==> src/rtl/gpregs_wb_arbiter_if.sv <==
// Write-back request bundle: the ALU and LSU sources that compete for the single
// GPREGS write port, plus the arbiter's per-source ready.
interface gpregs_wb_arbiter_if #(
  parameter int REG_DATA_WIDTH = 32
);
  logic                      alu_valid;
  logic                      alu_ready;
  logic [4:0]                alu_rd;
  logic [REG_DATA_WIDTH-1:0] alu_data;
  logic                      lsu_valid;
  logic                      lsu_ready;
  logic [4:0]                lsu_rd;
  logic [REG_DATA_WIDTH-1:0] lsu_data;

  modport master (
    output alu_valid, alu_rd, alu_data, lsu_valid, lsu_rd, lsu_data,
    input  alu_ready, lsu_ready
  );

  modport slave (
    input  alu_valid, alu_rd, alu_data, lsu_valid, lsu_rd, lsu_data,
    output alu_ready, lsu_ready
  );
endinterface

==> src/rtl/gpregs_wb_arbiter.sv <==
// Round-robin write-back arbiter for the GPREGS write port with a per-register
// pending-write scoreboard used by decode for RAW hazard detection.
module gpregs_wb_arbiter #(
  parameter int REG_DATA_WIDTH = 32
) (
  input  logic                      clk,
  input  logic                      reset,
  gpregs_wb_arbiter_if.slave        wb,
  output logic [4:0]                write_reg,
  output logic [REG_DATA_WIDTH-1:0] din,
  output logic                      din_enable,
  input  logic                      issue_valid,
  input  logic [4:0]                issue_rd,
  input  logic [4:0]                chk_reg_0,
  input  logic [4:0]                chk_reg_1,
  output logic                      chk_busy_0,
  output logic                      chk_busy_1,
  output logic [31:0]               wb_count
);

  logic                      grant_alu;
  logic                      grant_lsu;
  logic                      last_lsu_q, last_lsu_d;
  logic [4:0]                write_reg_q, write_reg_d;
  logic [REG_DATA_WIDTH-1:0] din_q, din_d;
  logic                      din_enable_q, din_enable_d;
  logic [31:0]               busy_q, busy_d;
  logic [31:0]               wb_count_q, wb_count_d;

  // On a tie the source that did not win last time takes the port.
  always_comb begin
    grant_alu = !reset && wb.alu_valid && (!wb.lsu_valid || last_lsu_q);
    grant_lsu = !reset && wb.lsu_valid && (!wb.alu_valid || !last_lsu_q);
  end

  assign wb.alu_ready = grant_alu;
  assign wb.lsu_ready = grant_lsu;

  always_comb begin
    last_lsu_d   = last_lsu_q;
    write_reg_d  = write_reg_q;
    din_d        = din_q;
    din_enable_d = 1'b0;
    busy_d       = busy_q;
    wb_count_d   = wb_count_q + {31'd0, din_enable_q};

    if (grant_alu) begin
      last_lsu_d   = 1'b0;
      write_reg_d  = wb.alu_rd;
      din_d        = wb.alu_data;
      din_enable_d = (wb.alu_rd != 5'd0);
    end else if (grant_lsu) begin
      last_lsu_d   = 1'b1;
      write_reg_d  = wb.lsu_rd;
      din_d        = wb.lsu_data;
      din_enable_d = (wb.lsu_rd != 5'd0);
    end

    // Clear before set so a newer producer issued on the commit edge stays pending.
    if (din_enable_q) begin
      busy_d[write_reg_q] = 1'b0;
    end
    if (issue_valid && (issue_rd != 5'd0)) begin
      busy_d[issue_rd] = 1'b1;
    end
    busy_d[0] = 1'b0;
  end

  always_ff @(posedge clk) begin
    if (reset) begin
      last_lsu_q   <= 1'b1;
      write_reg_q  <= 5'd0;
      din_q        <= '0;
      din_enable_q <= 1'b0;
      busy_q       <= 32'd0;
      wb_count_q   <= 32'd0;
    end else begin
      last_lsu_q   <= last_lsu_d;
      write_reg_q  <= write_reg_d;
      din_q        <= din_d;
      din_enable_q <= din_enable_d;
      busy_q       <= busy_d;
      wb_count_q   <= wb_count_d;
    end
  end

  assign write_reg  = write_reg_q;
  assign din        = din_q;
  assign din_enable = din_enable_q;
  assign wb_count   = wb_count_q;
  assign chk_busy_0 = busy_q[chk_reg_0];
  assign chk_busy_1 = busy_q[chk_reg_1];

endmodule

==> src/flat_wrapper.sv <==
// flat-port wrapper written by rule: the top's interface ports become plain ports
module gpregs_wb_arbiter_flat 
#(
  parameter int REG_DATA_WIDTH = 32
)
  (clk, reset, write_reg, din, din_enable, issue_valid, issue_rd, chk_reg_0, chk_reg_1, chk_busy_0, chk_busy_1, wb_count, wb_alu_valid, wb_alu_rd, wb_alu_data, wb_lsu_valid, wb_lsu_rd, wb_lsu_data, wb_alu_ready, wb_lsu_ready);
  gpregs_wb_arbiter_if #(.REG_DATA_WIDTH(REG_DATA_WIDTH)) wb_i ();
  input  logic clk;
  input  logic reset;
  output logic [4:0] write_reg;
  output logic [REG_DATA_WIDTH-1:0] din;
  output logic din_enable;
  input  logic issue_valid;
  input  logic [4:0] issue_rd;
  input  logic [4:0] chk_reg_0;
  input  logic [4:0] chk_reg_1;
  output logic chk_busy_0;
  output logic chk_busy_1;
  output logic [31:0] wb_count;
  input wire logic [$bits(wb_i.alu_valid)-1:0] wb_alu_valid;
  input wire logic [$bits(wb_i.alu_rd)-1:0] wb_alu_rd;
  input wire logic [$bits(wb_i.alu_data)-1:0] wb_alu_data;
  input wire logic [$bits(wb_i.lsu_valid)-1:0] wb_lsu_valid;
  input wire logic [$bits(wb_i.lsu_rd)-1:0] wb_lsu_rd;
  input wire logic [$bits(wb_i.lsu_data)-1:0] wb_lsu_data;
  output wire logic [$bits(wb_i.alu_ready)-1:0] wb_alu_ready;
  output wire logic [$bits(wb_i.lsu_ready)-1:0] wb_lsu_ready;
  assign wb_i.alu_valid = wb_alu_valid;
  assign wb_i.alu_rd = wb_alu_rd;
  assign wb_i.alu_data = wb_alu_data;
  assign wb_i.lsu_valid = wb_lsu_valid;
  assign wb_i.lsu_rd = wb_lsu_rd;
  assign wb_i.lsu_data = wb_lsu_data;
  assign wb_alu_ready = wb_i.alu_ready;
  assign wb_lsu_ready = wb_i.lsu_ready;
  gpregs_wb_arbiter #(.REG_DATA_WIDTH(REG_DATA_WIDTH)) u_core (.clk(clk), .reset(reset), .wb(wb_i), .write_reg(write_reg), .din(din), .din_enable(din_enable), .issue_valid(issue_valid), .issue_rd(issue_rd), .chk_reg_0(chk_reg_0), .chk_reg_1(chk_reg_1), .chk_busy_0(chk_busy_0), .chk_busy_1(chk_busy_1), .wb_count(wb_count));
endmodule
==> config.mk <==
export PLATFORM = sky130hd
export DESIGN_NAME = gpregs_wb_arbiter_flat
export DESIGN_NICKNAME = d
export VERILOG_FILES = /design/src/rtl/gpregs_wb_arbiter_if.sv /design/src/rtl/gpregs_wb_arbiter.sv /design/src/flat_wrapper.sv
export SDC_FILE = /design/constraint.sdc
export NUM_CORES = 1
export LEC_CHECK = 0
export BUFFER_PORTS_ARGS = -buffer_cell sky130_fd_sc_hd__buf_2
export CORE_MARGIN = 10
export CORE_UTILIZATION = 50
export CTS_BUF_LIST = sky130_fd_sc_hd__clkbuf_2 sky130_fd_sc_hd__clkbuf_4 sky130_fd_sc_hd__clkbuf_8
export DETAILED_ROUTE_END_ITERATION = 16
export PLACE_DENSITY = 0.89
export SETUP_SLACK_MARGIN = 0.5
export SLEW_MARGIN = 20
export SYNTH_ARGS = -nofsm -noshare
export SYNTH_HDL_FRONTEND = slang
export SYNTH_SLANG_ARGS = --single-unit
==> constraint.sdc <==
create_clock -name clk -period 2.9 [get_ports clk]
set_clock_uncertainty 0.15 [all_clocks]
set_input_delay 0.58 -clock clk [delete_from_list [all_inputs] [get_ports clk]]
set_output_delay 0.58 -clock clk [all_outputs]
set_load 0.01 [all_outputs]
==> results.yml, run 1 <==
worst_setup_path:
  r2r_start: "u_core.din_enable$_SDFF_PP0_"
  crit_path_max_fanout: 7
  reg2reg_depth: 7
  worst_path_max_delay_cell: "mux4_2"
  critical_path_class: "in -> out"
  required_ns: 2.17
  crit_chain: "buf_6 > mux4_2 > mux2i_1 > nor3_1 > or3_1 > buf_2"
  critPathMaxStageDelay_ns: 0.49
  end_kind: "primary output"
  cp_data_arrival_time_ns: 1.91
  worstReg2RegEnd: "u_core.wb_count[28]$_SDFF_PP0_"
  worst_setup_path_start_kind: "input pin"
  ff2ff_setup_slack_ns: 0.71
clock_network:
  postCtsSetupBuffers: 0
  cts_inserted_buffers: 9
  cts_max_level: 3
  clock_path_buffers: 2
  cts_tree: "done"
  clkTransAtPathRegs_ns: 0.08
  clk_latency_ns: 0.36
  clkSinkCount: 102
  root_buffer: "clkbuf_8"
floorplanning:
  initial_core_util_pct: 50.9
  rows: 36
  coreArea_sq_um: 9730
  io_pins: 168
  die_x_microns: 120
  die_y_microns: 120
  die_area_sq_um: 14300
logic_synthesis:
  synth_edf_count: 0
  synth.top_cell.area_share_pct: 41.2
  async_flop_share_pct: 0
  synth_nets: 706
  synth_cell_types: 36
  synthCells: 610
  yosys.area.top_type: "dfxtp_1"
  synth-main-ff-cell: "dfxtp_1"
  netlist_area_sq_um: 4960
  ys_warn_count: 0
  synth_area_leaders: "dfxtp_1 41%, nand2_1 9.1%, a311oi_1 6.4%"
  seq_area_frac_synth_pct: 41.2
  ys_ff_latch: 102
  syn_area_per_cell_sq_um: 8.12
power:
  p_leak_nw: 2.56
  intPower_w: 0.00222
  power_frac_clock_pct: 36.0
  swShare_pct: 25.0
  power.density_nw_per_um2: 488
  power_frac_comb_pct: 13.4
  ir_worst_vdd_mv: 0.289
  pwr-share-seq_pct: 50.6
  power_switching_w: 0.000741
drt:
  via_per_inst: 5.57
  drc: 0
  dr.pass1.iters: 5
  wirelength_microns: 14900
  ant_nets: 0
  vias: 4976
  drt_iter0_drc: 335
  wire_per_inst_microns: 16.7
place:
  placedCellCount: 878
  routabilityCongestion: 0.929
  dp_hpwl_microns: 11200
  io_buffers: 167
  pre_cts_slack_ns: 0.146
worst_hold_path:
  hold-path-endpoint: "u_core.last_lsu_q$_SDFFE_PP1P_"
  hp-start: "wb_alu_valid"
  whs_path_depth: 2
  hp-class: "in -> reg"
sta:
  setup_viol: 0
  slew_headroom_pct: 55.8
  hold_viol: 0
  worstMarginPinSlew_ns: 0.660
  post-route-period-util_pct: 91.1
  layout_min_cycle_time_ns: 2.64
  tns_ns: 0
  setup_slack_ns: 0.257
  timing.fmax_mhz: 378
  slew_viol_final: 0
  rsz0062_at_grt: "true"
final_layout:
  drive_gt1_share_pct: 27.5
  register_area_sq_um: 2050
  nets: 852
  multiInputGateArea_sq_um: 2700
  diodes: 0
  fin_cells: 894
  area_delta_synth_final_pct: 22.7
  fillers: 893
grt:
  antenna_found_initial: 0
  grt_pass1_wl_microns: 24400
  grt_pass1_vias: 4931
  gr-total-overflow: 0
  grt_max_degree: 65
  grt_use_total_pct: 20.3
status:
  status: "completed"
job:
  cap_violations: 0
-- worst max-delay path by stage --
stage,from,to,slack [ns],cells past startpoint
after floorplan,chk_reg_0[0],chk_busy_0,0.44,5
after global placement,chk_reg_0[0],chk_busy_0,0.22,6
after detailed placement,chk_reg_0[0],chk_busy_0,0.15,6
after CTS,u_core.busy_q[20]$_SDFF_PP0_,chk_busy_1,0.24,5
after global routing,u_core.busy_q[23]$_SDFF_PP0_,chk_busy_1,0.20,5
final,chk_reg_0[0],chk_busy_0,0.26,6
-- layout by cell type (no fill, tap or decap), types with 3 or more instances in the layout --
cell type,Yosys,final
dfxtp_1,102,97
inv_1,5,5
o21ai_0,39,39
bufinv_16,0,3
nand2_1,120,119
nand4_1,14,14
nor3_1,6,6
and2_1,4,4
buf_4,2,8
mux4_2,0,6
clkbuf_8,0,9
nand3b_1,5,5
nor2b_1,8,7
a311oi_1,36,36
nand3_1,21,21
clkbuf_4,0,4
and3b_1,3,3
xor2_1,22,22
or3_1,7,7
buf_2,4,163
a21oi_1,42,42
nor3b_1,6,6
and4_1,3,3
nor2_1,76,75
mux2i_1,20,20
a22oi_1,5,5
xnor2_1,5,5
dfxtp_2,0,5
-- cells in the mapped netlist (all sizes together) (7+ instances only) --
library cell  instances
o21ai                39
nor2b                 8
nor2                 76
nand3                21
mux2i                20
a311oi               36
clkbuf               24
xor2                 22
nand2               120
nor3                  8
a21oi                42
or3                   7
nand4                14
buf                  15
dfxtp               102
-- through the flow --
step | hold WS (ns) | instance area, sq um | utilization [%] | power (W)
finish | 0.297 | 6080 | 62.5 | 0.00297
global route | 0.287 | 6080 | 62.5 | 0.00310
CTS | 0.273 | 6070 | 62.3 | 0.00299
detailed placement | 0.319 | 5820 | 59.8 | 0.00192
global placement | 0.319 | 5820 | 59.8 | 0.00191
floorplan | 0.307 | 4960 | - | 0.00175
-- timing repair --
action | 4_1_cts | 5_1_grt
endpoints found under the setup margin | 2 | 3
pin swaps | 2 | 0
resized for setup | 13 | 7
hold buffers | 0 | 0
-- power by group through the flow --
| stage | logic [W] | clock network [W] | registers, W |
|---|---|---|---|
| finish | 0.000396 | 0.00107 | 0.00150 |
| global route | 0.000438 | 0.00115 | 0.00151 |
| floorplan | 0.000206 | 0 | 0.00154 |
| CTS | 0.000397 | 0.00110 | 0.00150 |
| global placement | 0.000385 | 0 | 0.00153 |
| detailed placement | 0.000393 | 0 | 0.00153 |
-- layout make-up --
class,instances,share of cell area (%)
timing repair buffer,174,15.0
tap,133,2.74
multi-input combinational,464,44.4
sequential,102,33.7
clock inverter,4,1.56
inverter,5,0.309
clock buffer,12,2.41
-- routing by layer --
metal  GRT usage [%]  part of all wire [%]  up-vias  wire length [microns]
li1                -                     -     2442                      -
met1            24.5                    42     2315                   6270
met2            33.1                    46      206                   6920
met3            7.88                    11       13                   1580
met4            5.66                  0.98        0                    146
met5               0                     0        -                      0
-- worst max-delay path, delay by kind of cell --
family                 cells  cell delay, ns
buffers and inverters      2            0.26
and+or+nand+nor            2            0.42
muxes                      2            0.64
-- kinds of logic (layout without fill, tap and decap cells) --
family	Yosys count	count (layout)	share of synthesized area, %
AOI/OAI and AO/OA	124	124	15.7
xor gates and xnor gates	27	27	4.77
adders and majority gates	2	2	0.505
buffers and inverters	44	195	4.19
DFF	102	102	41.2
muxes	26	26	7.22
and+or+nand+nor	285	285	26.5
Power figures use the tool's default switching activity.
==> run 2: changes to the inputs <==
--- a/config.mk
+++ b/config.mk
@@ -5,12 +5,12 @@
 export SDC_FILE = /design/constraint.sdc
 export NUM_CORES = 1
 export LEC_CHECK = 0
-export BUFFER_PORTS_ARGS = -buffer_cell sky130_fd_sc_hd__buf_2
+export BUFFER_PORTS_ARGS = -buffer_cell sky130_fd_sc_hd__clkbuf_2
 export CORE_MARGIN = 10
-export CORE_UTILIZATION = 50
+export CORE_UTILIZATION = 52
 export CTS_BUF_LIST = sky130_fd_sc_hd__clkbuf_2 sky130_fd_sc_hd__clkbuf_4 sky130_fd_sc_hd__clkbuf_8
 export DETAILED_ROUTE_END_ITERATION = 16
-export PLACE_DENSITY = 0.89
+export PLACE_DENSITY = 0.91
 export SETUP_SLACK_MARGIN = 0.5
 export SLEW_MARGIN = 20
 export SYNTH_ARGS = -nofsm -noshare
==> results.yml, run 2 (synthesized netlist as in run 1, its figures left out) <==
clock_network:
  clk_latency_ns: 0.37
  cts_max_level: 3
  clkSinkCount: 102
  clkTransAtPathRegs_ns: 0.10
  holdBufCountCts: 0
  root_buffer: "clkbuf_8"
  clock_path_buffers: 2
  cts_tree: "done"
  cts_inserted_buffers: 9
worst_hold_path:
  hp-class: "in -> reg"
drt:
  wirelength_microns: 15800
  dr.pass1.iters: 5
  drc: 0
  ant_nets: 0
  via_per_inst: 5.83
  drt_iter0_drc: 373
  vias: 5196
  wire_per_inst_microns: 17.7
worst_setup_path:
  worst_setup_path_start_kind: "input pin"
  cp_data_arrival_time_ns: 1.91
  crit_path_max_fanout: 5
  end_kind: "primary output"
  required_ns: 2.17
  critical_path_class: "in -> out"
grt:
  grt_pass1_wl_microns: 25800
  grt_max_degree: 75
  antenna_found_initial: 0
  grt_pass1_vias: 5197
  gr-total-overflow: 0
  grt_use_total_pct: 21.9
sta:
  worstMarginPinSlew_ns: 0.673
  timing.fmax_mhz: 378
  setup_viol: 0
  hold_viol: 0
  layout_min_cycle_time_ns: 2.64
  slew_headroom_pct: 55.0
  rsz0062_at_grt: "true"
  tns_ns: 0
  setup_slack_ns: 0.256
  slew_viol_final: 0
  post-route-period-util_pct: 91.2
floorplanning:
  die_x_microns: 118
  rows: 35
  die_area_sq_um: 13800
  io_pins: 168
  coreArea_sq_um: 9240
  die_y_microns: 118
  initial_core_util_pct: 53.6
final_layout:
  register_area_sq_um: 2050
  drive_gt1_share_pct: 27.9
  fin_cells: 892
  nets: 854
  area_delta_synth_final_pct: 22.7
  final_common_cell: "clkbuf_2"
  multiInputGateArea_sq_um: 2690
  mostFrequentLayoutCells: "160 x clkbuf_2, 119 x nand2_1, 92 x dfxtp_1, 76 x nor2_1, 42 x a21oi_1"
  diodes: 0
  fillers: 769
power:
  power.total_w: 0.00285
  power.density_nw_per_um2: 468
  p_leak_nw: 2.53
  ir_worst_vdd_mv: 0.272
place:
  routabilityCongestion: 0.913
  io_buffers: 167
  placedCellCount: 874
  pre_cts_slack_ns: 0.173
  dp_hpwl_microns: 11900
job:
  cap_violations: 0
status:
  status: "completed"
-- run 2: power breakdown --
group	internal, W	switching [W]
Clock	0.000412	0.000527
Combinational	0.000172	0.000235
Sequential	0.00146	0.0000436
-- run 2: worst paths after layout --
kind | start | endpoint | cells after the start | slack [ns]
hold reg to reg | u_core.din[9]$_SDFFE_PP0P_ | u_core.din[9]$_SDFFE_PP0P_ | 2 | 0.34
setup reg to reg | u_core.wb_count[0]$_SDFF_PP0_ | u_core.wb_count[28]$_SDFF_PP0_ | 7 | 0.64
hold / removal | wb_lsu_data[18] | u_core.din[18]$_SDFFE_PP0P_ | 3 | 0.30
setup / recovery | chk_reg_0[0] | chk_busy_0 | 6 | 0.26
-- run 2: repair_timing --
action,4_1_cts,5_1_grt
buffers inserted,0,2
resized for setup,14,12
endpoints found under the setup margin,2,2
pin swaps,3,3
hold endpoints to repair,0,0
-- run 2: metal layers --
layer	vias to the layer above	wire [microns]	GRT usage (%)
met2	269	7550	36.8
met1	2448	6140	24.6
met4	0	364	7.81
li1	2447	-	-
met5	-	0	0
met3	32	1700	8.54
-- run 2: cell type report --
cell class,count,area share [%]
inverters,5,0.309
clock buffers,9,2.04
flip-flops and latches,102,33.8
well taps,129,2.65
multi-input cells,464,44.2
clock inverters,7,1.32
repair buffers,176,15.7
-- run 2: worst max-delay path, stage by stage --
cell	delay, ns
clkbuf_16	0.12
mux4_2	0.50
mux2i_1	0.14
nor3b_1	0.07
or3_1	0.37
buf_6	0.14
-- run 2: per-stage QoR --
step                util (%)  instance area, sq um  hold slack, ns
finish                  65.8                  6080           0.301
CTS                     65.6                  6060           0.283
global route            65.8                  6080           0.277
floorplan                  -                  4960           0.307
global placement        62.9                  5810           0.317
detailed placement      62.9                  5810           0.324
==> run 3: changes to the inputs <==
--- a/config.mk
+++ b/config.mk
@@ -10,6 +10,7 @@
 export CORE_UTILIZATION = 52
 export CTS_BUF_LIST = sky130_fd_sc_hd__clkbuf_2 sky130_fd_sc_hd__clkbuf_4 sky130_fd_sc_hd__clkbuf_8
 export DETAILED_ROUTE_END_ITERATION = 16
+export MAX_ROUTING_LAYER = met4
 export PLACE_DENSITY = 0.91
 export SETUP_SLACK_MARGIN = 0.5
 export SLEW_MARGIN = 20
==> results.yml, run 3 (synthesized netlist as in run 1, its figures left out) <==
grt:
  antenna_found_initial: 0
  grt_max_degree: 65
  grt_use_total_pct: 21.9
  grt_pass1_wl_microns: 25200
  grt_pass1_vias: 5163
  gr-total-overflow: 0
sta:
  worstMarginPinSlew_ns: 0.676
  post-route-period-util_pct: 91.7
  timing.fmax_mhz: 376
  hold_viol: 0
  slew_headroom_pct: 54.7
  setup_viol: 0
  layout_min_cycle_time_ns: 2.66
  setup_slack_ns: 0.241
  slew_viol_final: 0
  rsz0062_at_grt: "true"
  hold_ws_ns: 0.304
  tns_ns: 0
final_layout:
  register_area_sq_um: 2050
  area_delta_synth_final_pct: 22.0
  mostFrequentLayoutCells: "161 x clkbuf_2, 119 x nand2_1, 97 x dfxtp_1, 75 x nor2_1, 42 x a21oi_1"
  drive_gt1_share_pct: 27.4
  diodes: 0
  fillers: 768
  nets: 854
  multiInputGateArea_sq_um: 2690
  final_common_cell: "clkbuf_2"
clock_network:
  clkSinkCount: 102
  clock_path_buffers: 2
  root_buffer: "clkbuf_8"
  clkTransAtPathRegs_ns: 0.10
  holdBufCountCts: 0
  cts_inserted_buffers: 9
  clk_latency_ns: 0.37
  cts_max_level: 3
  cts_tree: "done"
job:
  cap_violations: 0
floorplanning:
  initial_core_util_pct: 53.6
  io_pins: 168
  coreArea_sq_um: 9240
  die_area_sq_um: 13800
  rows: 35
  die_y_microns: 118
  die_x_microns: 118
worst_setup_path:
  cp_data_arrival_time_ns: 1.93
  worst_setup_path_start_kind: "register"
  r2r_start: "u_core.din_enable$_SDFF_PP0_"
  required_ns: 2.17
  crit_path_max_fanout: 3
  reg2reg_depth: 7
  crit_start: "u_core.busy_q[17]$_SDFF_PP0_"
  end_kind: "primary output"
  critical_path_class: "reg -> out"
drt:
  vias: 5093
  drt_iter0_drc: 330
  drc: 0
  ant_nets: 0
  wire_per_inst_microns: 17.4
  wirelength_microns: 15500
  via_per_inst: 5.71
  dr.pass1.iters: 5
power:
  power.density_nw_per_um2: 455
  p_leak_nw: 2.52
  ir_worst_vdd_mv: 0.365
  power.total_w: 0.00275
worst_hold_path:
  hp-class: "in -> reg"
  hp-start: "wb_lsu_data[18]"
  whs_path_depth: 3
place:
  pre_cts_slack_ns: 0.169
  routabilityCongestion: 0.888
  io_buffers: 167
  dp_hpwl_microns: 11800
status:
  status: "completed"
## run 3: layout make-up
type	count	area share, %
Multi-Input combinational cell	464	44.5
Sequential cell	102	33.9
Timing Repair Buffer	176	15.7
Tap cell	129	2.67
Clock buffer	10	2.28
Clock inverter	6	0.724
Inverter	5	0.310
## run 3: stage by stage
step	utilization [%]	cells	instance area, sq um
finish	65.4	892	6050
global route	65.4	892	6050
CTS	65.3	892	6040
detailed placement	62.9	874	5810
global placement	62.9	874	5810
floorplan	-	610	4960
## run 3: worst max-delay path, cell delays in order, from the launching register on
cell and delay, ns:
dfxtp_1 0.37, mux4_2 0.47, mux2i_1 0.16, nor3b_1 0.07
or3_1 0.37, clkbuf_2 0.14
## run 3: layer usage
layer  track usage [%]  vias up  routed length, microns
li1                  -     2441                       -
met1              26.4     2389                    6520
met2              36.0      244                    7440
met3              5.37       19                    1320
met4              5.33        0                     217
met5                 -        -                       0
## run 3: path summary, 6_finish.rpt
| check | endpoint | slack [ns] |
|---|---|---|
| worst min-delay path | u_core.din[18]$_SDFFE_PP0P_ | 0.30 |
| worst max register to register | u_core.wb_count[28]$_SDFF_PP0_ | 0.70 |
| worst max-delay path | chk_busy_1 | 0.24 |
| worst min register to register | u_core.din[31]$_SDFFE_PP0P_ | 0.34 |
## run 3: power by group
| group | total [W] | switching, W | internal (W) | leakage (nW) |
|---|---|---|---|---|
| Sequential | 0.00150 | 0.0000457 | 0.00146 | 0.834 |
| Clock | 0.000844 | 0.000503 | 0.000341 | 0.0930 |
| Combinational | 0.000404 | 0.000234 | 0.000170 | 1.59 |
## run 3: what timing repair did
action / 4_1_cts / 5_1_grt
setup buffers: 2 / 0
cloned: 0 / 0
endpoints found under the setup margin: 2 / 3
pin swaps: 4 / 2
gates resized for setup: 12 / 8
